## config.mk

```make
export PLATFORM = sky130hd
export DESIGN_NAME = shutdown_sequencer
export DESIGN_NICKNAME = d
export VERILOG_FILES = /design/src/rtl/shutdown_sequencer.sv
export SDC_FILE = /design/constraint.sdc
export NUM_CORES = 1
export LEC_CHECK = 0
export CORE_MARGIN = 1
export CORE_UTILIZATION = 50
export DETAILED_ROUTE_END_ITERATION = 8
export GPL_TIMING_DRIVEN = 0
export HOLD_SLACK_MARGIN = 0.06
export PLACE_DENSITY_LB_ADDON = 0.12
export SLEW_MARGIN = 10
export SYNTH_ARGS = -nofsm -noshare
export SYNTH_HDL_FRONTEND = slang
export SYNTH_SLANG_ARGS = --single-unit
```

## constraint.sdc

```tcl
create_clock -name clk -period 2.6 [get_ports clk]
set_clock_uncertainty 0.1 [all_clocks]
set_input_delay 0.52 -clock clk [delete_from_list [all_inputs] [get_ports clk]]
set_output_delay 0.52 -clock clk [all_outputs]
set_load 0.01 [all_outputs]
```

## src/rtl/shutdown_sequencer.sv

```systemverilog
// Orders per-domain enables down (highest index first) and up (ascending), waiting on each power-good ack then settling.
// Request edge to first enable change: 1 cycle; per stage at least 1 + SETTLE cycles; an ack timeout latches FAULT until rst.
module shutdown_sequencer #(
    parameter int NUM_STAGES = 4,
    parameter int TIMEOUT    = 1000,
    parameter int SETTLE     = 8,
    parameter int CNT_W      = 16
) (
    input  logic                  clk,
    input  logic                  rst,
    input  logic                  shutdown_req,
    input  logic                  wake_req,
    input  logic [NUM_STAGES-1:0] stage_ack,
    output logic [NUM_STAGES-1:0] stage_en,
    output logic                  busy,
    output logic                  done,
    output logic                  fault,
    output logic [2:0]            fault_stage,
    output logic [2:0]            cur_stage
);

    localparam logic [2:0] ST_ON          = 3'd0;
    localparam logic [2:0] ST_DOWN_WAIT   = 3'd1;
    localparam logic [2:0] ST_DOWN_SETTLE = 3'd2;
    localparam logic [2:0] ST_OFF         = 3'd3;
    localparam logic [2:0] ST_UP_WAIT     = 3'd4;
    localparam logic [2:0] ST_UP_SETTLE   = 3'd5;
    localparam logic [2:0] ST_FAULT       = 3'd6;

    localparam logic [2:0]       TOP_STAGE   = 3'(NUM_STAGES - 1);
    localparam logic [CNT_W-1:0] TIMEOUT_END = CNT_W'(TIMEOUT - 1);
    localparam logic [CNT_W-1:0] SETTLE_END  = CNT_W'(SETTLE - 1);
    localparam logic [CNT_W-1:0] CNT_ONE     = CNT_W'(1);

    logic [2:0]            state_q, state_d;
    logic [CNT_W-1:0]      timer_q, timer_d;
    logic [NUM_STAGES-1:0] en_q, en_d;
    logic [2:0]            cur_q, cur_d;
    logic [2:0]            fstage_q, fstage_d;
    logic                  shut_hist_q, wake_hist_q;
    logic                  shut_edge, wake_edge;
    logic                  ack_cur;

    function automatic logic [NUM_STAGES-1:0] stage_mask(input logic [2:0] idx);
        logic [NUM_STAGES-1:0] m;
        m = '0;
        for (int i = 0; i < NUM_STAGES; i++) begin
            if (idx == 3'(i)) m[i] = 1'b1;
        end
        return m;
    endfunction

    assign shut_edge = shutdown_req & ~shut_hist_q;
    assign wake_edge = wake_req & ~wake_hist_q;
    assign ack_cur   = |(stage_ack & stage_mask(cur_q));

    always_comb begin
        state_d  = state_q;
        timer_d  = timer_q;
        en_d     = en_q;
        cur_d    = cur_q;
        fstage_d = fstage_q;
        case (state_q)
            ST_ON: begin
                if (shut_edge) begin
                    en_d    = en_q & ~stage_mask(TOP_STAGE);
                    cur_d   = TOP_STAGE;
                    timer_d = '0;
                    state_d = ST_DOWN_WAIT;
                end
            end
            ST_DOWN_WAIT: begin
                // Ack observed on the same cycle as the timeout wins.
                if (!ack_cur) begin
                    timer_d = '0;
                    state_d = ST_DOWN_SETTLE;
                end else if (timer_q == TIMEOUT_END) begin
                    fstage_d = cur_q;
                    state_d  = ST_FAULT;
                end else begin
                    timer_d = timer_q + CNT_ONE;
                end
            end
            ST_DOWN_SETTLE: begin
                if (timer_q == SETTLE_END) begin
                    timer_d = '0;
                    if (cur_q == 3'd0) begin
                        state_d = ST_OFF;
                    end else begin
                        cur_d   = cur_q - 3'd1;
                        en_d    = en_q & ~stage_mask(cur_q - 3'd1);
                        state_d = ST_DOWN_WAIT;
                    end
                end else begin
                    timer_d = timer_q + CNT_ONE;
                end
            end
            ST_OFF: begin
                if (wake_edge) begin
                    en_d    = en_q | stage_mask(3'd0);
                    cur_d   = 3'd0;
                    timer_d = '0;
                    state_d = ST_UP_WAIT;
                end
            end
            ST_UP_WAIT: begin
                if (ack_cur) begin
                    timer_d = '0;
                    state_d = ST_UP_SETTLE;
                end else if (timer_q == TIMEOUT_END) begin
                    fstage_d = cur_q;
                    state_d  = ST_FAULT;
                end else begin
                    timer_d = timer_q + CNT_ONE;
                end
            end
            ST_UP_SETTLE: begin
                if (timer_q == SETTLE_END) begin
                    timer_d = '0;
                    if (cur_q == TOP_STAGE) begin
                        state_d = ST_ON;
                    end else begin
                        cur_d   = cur_q + 3'd1;
                        en_d    = en_q | stage_mask(cur_q + 3'd1);
                        state_d = ST_UP_WAIT;
                    end
                end else begin
                    timer_d = timer_q + CNT_ONE;
                end
            end
            ST_FAULT: begin
                state_d = ST_FAULT;
            end
            default: begin
                state_d = ST_ON;
            end
        endcase
    end

    // Edge history resets high so a request already asserted at reset release must toggle first.
    always_ff @(posedge clk) begin
        if (rst) begin
            state_q     <= ST_ON;
            timer_q     <= '0;
            en_q        <= '1;
            cur_q       <= 3'd0;
            fstage_q    <= 3'd0;
            shut_hist_q <= 1'b1;
            wake_hist_q <= 1'b1;
        end else begin
            state_q     <= state_d;
            timer_q     <= timer_d;
            en_q        <= en_d;
            cur_q       <= cur_d;
            fstage_q    <= fstage_d;
            shut_hist_q <= shutdown_req;
            wake_hist_q <= wake_req;
        end
    end

    assign stage_en    = en_q;
    assign busy        = (state_q == ST_DOWN_WAIT) || (state_q == ST_DOWN_SETTLE) ||
                         (state_q == ST_UP_WAIT)   || (state_q == ST_UP_SETTLE);
    assign done        = (state_q == ST_OFF);
    assign fault       = (state_q == ST_FAULT);
    assign fault_stage = fstage_q;
    assign cur_stage   = cur_q;

endmodule
```

==> tab_implementation.tex <==
\begin{tabular}{lr}
\hline
Metric & Value \\
\hline
\multicolumn{2}{l}{\textbf{Pwr}} \\
Static Leak & 0.000829 uW \\
Pwr Density & 469 mW/mm2 \\
Maximum VDD drop & 432 uV \\
\multicolumn{2}{l}{\textbf{Synthesis}} \\
FFs w/ async S/R, synth & 0\% \\
Nets in the synthesized netlist & 260 \\
Number of synthesized register bits & 31 \\
Distinct cell type count after synthesis & 51 \\
Synthesized instance count & 243 \\
Sequential-to-total area share from yosys stat & 32.9\% \\
Number of warnings issued by yosys & 0 \\
Dominant register cell in the synthesized netlist & sky130\_fd\_sc\_hd\_\_dfxtp\_1 \\
Synthesized area per cell & 7.75 um2 \\
Combined area of all synthesized cells & 0.00188 mm2 \\
Number of flops mapped to enable cells by yosys & 0 \\
\multicolumn{2}{l}{\textbf{Flow run}} \\
Number of violations of the max-capacitance limit & 0 \\
\multicolumn{2}{l}{\textbf{Critical path}} \\
Setup crit start kind & flip-flop \\
Worst path arrival time & 2.67 ns \\
Type of the worst setup path & flip-flop to flip-flop \\
CP Max Fanout & 6 \\
Critical path endpoint category & flip-flop \\
Data required time at the worst endpoint & 2.73 ns \\
\multicolumn{2}{l}{\textbf{Run status}} \\
Status & complete, no violations \\
\multicolumn{2}{l}{\textbf{Cells and area}} \\
Count of nets after finishing & 289 \\
Most frequent cells in the layout & sky130\_fd\_sc\_hd\_\_dfxtp\_1, sky130\_fd\_sc\_hd\_\_clkdlybuf4s50\_1, sky130\_fd\_sc\_hd\_\_nand2\_1, sky130\_fd\_sc\_hd\_\_nand3\_1 \\
Area overhead of the layout relative to synthesis & 30.2\% \\
Share of layout cells above drive strength 1 & 21.2\% \\
Diodes inserted & 0 \\
Number of fillers in the final layout & 311 \\
Post-route cell area & 0.00245 mm2 \\
Commonest non-fill, non-tap cell in the layout & sky130\_fd\_sc\_hd\_\_dfxtp\_1 \\
Final core utilization & 70.7\% \\
\multicolumn{2}{l}{\textbf{Timing}} \\
Transition time of the tightest slew-check pin & 0.623 ns \\
Max Clk Rate & 395 MHz \\
Hold Violations, Final & 0 \\
Shortest clock period the worst path allows after layout & 2.53 ns \\
Unrepaired setup endpoints after global routing & yes \\
Slack of the critical path & 0.0674 ns \\
Slew margin rel. & 58.1\% \\
Count of final setup violators & 0 \\
Period Utilization, post-route & 97.4\% \\
Final Max Slew Viols & 0 \\
\multicolumn{2}{l}{\textbf{GRT}} \\
Pin count of the biggest net entering global routing & 11 \\
Global-route wire length before repair & 8270 um \\
GR Overflow Total & 0 \\
Antenna violations before repair & 0 \\
Gr usage total & 26.7\% \\
Number of global-route vias before repair & 1736 \\
\multicolumn{2}{l}{\textbf{Floorplanning}} \\
Core Footprint & 0.00347 mm2 \\
Starting Density & 54.3\% \\
Count of boundary I/O pins & 21 \\
Die extent in y & 63.4 um \\
Row cnt & 21 \\
Overall die width & 63.4 um \\
Die Area & 0.00402 mm2 \\
\multicolumn{2}{l}{\textbf{Route}} \\
Routed via count & 1935 \\
Total length of routed met2 wires & 2200 um \\
Max layer used & met4 \\
Detail-routed net length per standard cell & 15.7 um \\
Total length of routed wires & 5020 um \\
Antenna-violating nets left & 0 \\
DRC marker count from the first detailed-route iteration & 197 \\
Residual DRC & 0 \\
1st-pass router iterations & 4 \\
Vias per cell & 6.07 \\
Length of routed met3 wiring & 279 um \\
Wire length on met1 & 2460 um \\
\multicolumn{2}{l}{\textbf{Clock tree}} \\
Total clock buffers created by CTS & 5 \\
Worst-path clk slew & 0.07 ns \\
Clock H-tree levels & 2 \\
Clk root buf & sky130\_fd\_sc\_hd\_\_clkbuf\_8 \\
Hold buffer count at CTS & 0 \\
Maximum number of buffers from clock root to sink & 2 \\
Clock insertion delay at the later pin of the skew report & 0.29 ns \\
TritonCTS clock tree & yes \\
Clock tree sinks & 31 \\
\multicolumn{2}{l}{\textbf{Place}} \\
Final estimated routing congestion in global placement & 0.900 \\
PortBufs & 20 \\
Placed cell area & 0.00218 mm2 \\
Worst slack, placed & -0.826 ns \\
Half-perimeter wire length of the detailed placement result & 3480 um \\
\multicolumn{2}{l}{\textbf{Hold path}} \\
Path class of the lowest-slack min-delay path & flip-flop to flip-flop \\
\hline
\end{tabular}
cell usage after synthesis, types with 4 or more instances:
| library cell | n | area, um2 |
|---|---|---|
| sky130_fd_sc_hd__a21oi_1 | 20 | 100 |
| sky130_fd_sc_hd__nor3_1 | 11 | 55.1 |
| sky130_fd_sc_hd__nand2_1 | 20 | 75.1 |
| sky130_fd_sc_hd__inv_1 | 8 | 30.0 |
| sky130_fd_sc_hd__nand3_1 | 19 | 95.1 |
| sky130_fd_sc_hd__or4_1 | 4 | 30.0 |
| sky130_fd_sc_hd__dfxtp_1 | 31 | 621 |
| sky130_fd_sc_hd__ha_1 | 9 | 113 |
| sky130_fd_sc_hd__nand4_1 | 4 | 25.0 |
| sky130_fd_sc_hd__o21ai_0 | 14 | 70.1 |
| sky130_fd_sc_hd__a31oi_1 | 6 | 37.5 |
| sky130_fd_sc_hd__mux2i_1 | 4 | 40.0 |
| sky130_fd_sc_hd__clkbuf_1 | 11 | 41.3 |
| sky130_fd_sc_hd__nor2_1 | 19 | 71.3 |
layer usage:
metal	track usage, %	up-vias
met4	11.4	0
met5	0	-
met2	38.4	48
met3	6.16	7
li1	-	959
met1	37.5	921
through the flow:
step	std cells	hold slack, ns	power [uW]	TNS (ns)
2_1_floorplan	243	0.344	587	-0.727
3_3_place_gp	309	0.361	635	-13.63
3_5_place_dp	309	0.370	635	-14.26
4_1_cts	318	0.404	1140	0
5_1_grt	319	0.427	1190	-0.0613
6_report	319	0.400	1150	0
where the power goes:
| group | switching (uW) | leakage (uW) | total (uW) | internal [uW] |
|---|---|---|---|---|
| registers | 12.3 | 0.000254 | 496 | 483 |
| logic | 83.3 | 0.000514 | 155 | 71.7 |
| clock network | 191 | 0.0000612 | 500 | 310 |
critical path, stage by stage, from the launching register on:
cell and delay (ns):
sky130_fd_sc_hd__dfxtp_4 0.39, sky130_fd_sc_hd__inv_4 0.04, sky130_fd_sc_hd__ha_4 0.17, sky130_fd_sc_hd__ha_4 0.17
sky130_fd_sc_hd__a222oi_1 0.30, sky130_fd_sc_hd__buf_4 0.19, sky130_fd_sc_hd__mux2i_4 0.09, sky130_fd_sc_hd__o31a_1 0.39
sky130_fd_sc_hd__or4_4 0.50, sky130_fd_sc_hd__a21oi_2 0.12
repair_timing:
action,CTS,global route
buffers inserted,3,3
endpoints found under the setup margin,28,19
resized for setup,13,24
pin swaps,3,3
state kept, by name (all words and copies together), names as in the netlist:
register and cells:
shut_hist_q 1, timer_q 16, wake_hist_q 1, stage_en 4
fault_stage 3, state_q 3, cur_stage 3
logic make-up after synthesis:
group	count (synthesis)	share of synthesized area (%)
AOI/OAI and AO/OA	67	22.8
DFF	31	32.9
muxes	5	2.72
and+or+nand+nor	107	29.9
xor gates and xnor gates	3	1.39
adders and majority gates	9	5.98
buffers and inverters	21	4.25
path summary, 6_finish.rpt:
kind                                             startpoint                          end  slack, ns  depth (start not counted)
worst max register to register    cur_stage[1]$_SDFFE_PP0P_     timer_q[13]$_SDFFE_PP0P_       0.07                          9
worst min-delay path            fault_stage[1]$_SDFFE_PP0P_  fault_stage[1]$_SDFFE_PP0P_       0.40                          2
worst min register to register  fault_stage[1]$_SDFFE_PP0P_  fault_stage[1]$_SDFFE_PP0P_       0.40                          2
worst max-delay path              cur_stage[1]$_SDFFE_PP0P_     timer_q[13]$_SDFFE_PP0P_       0.07                          9
final cells by class:
cell class | count | area [um2] | area share (%)
well taps | 46 | 57.6 | 2.35
repair buffers | 26 | 245 | 9.99
clock buffers | 6 | 82.6 | 3.37
plain buffers | 9 | 45.0 | 1.84
clock inverters | 2 | 35.0 | 1.43
inverters | 8 | 32.5 | 1.33
flip-flops and latches | 31 | 631 | 25.7
multi-input cells | 191 | 1330 | 54.0
Note: power is estimated with default switching activity, not from simulation.
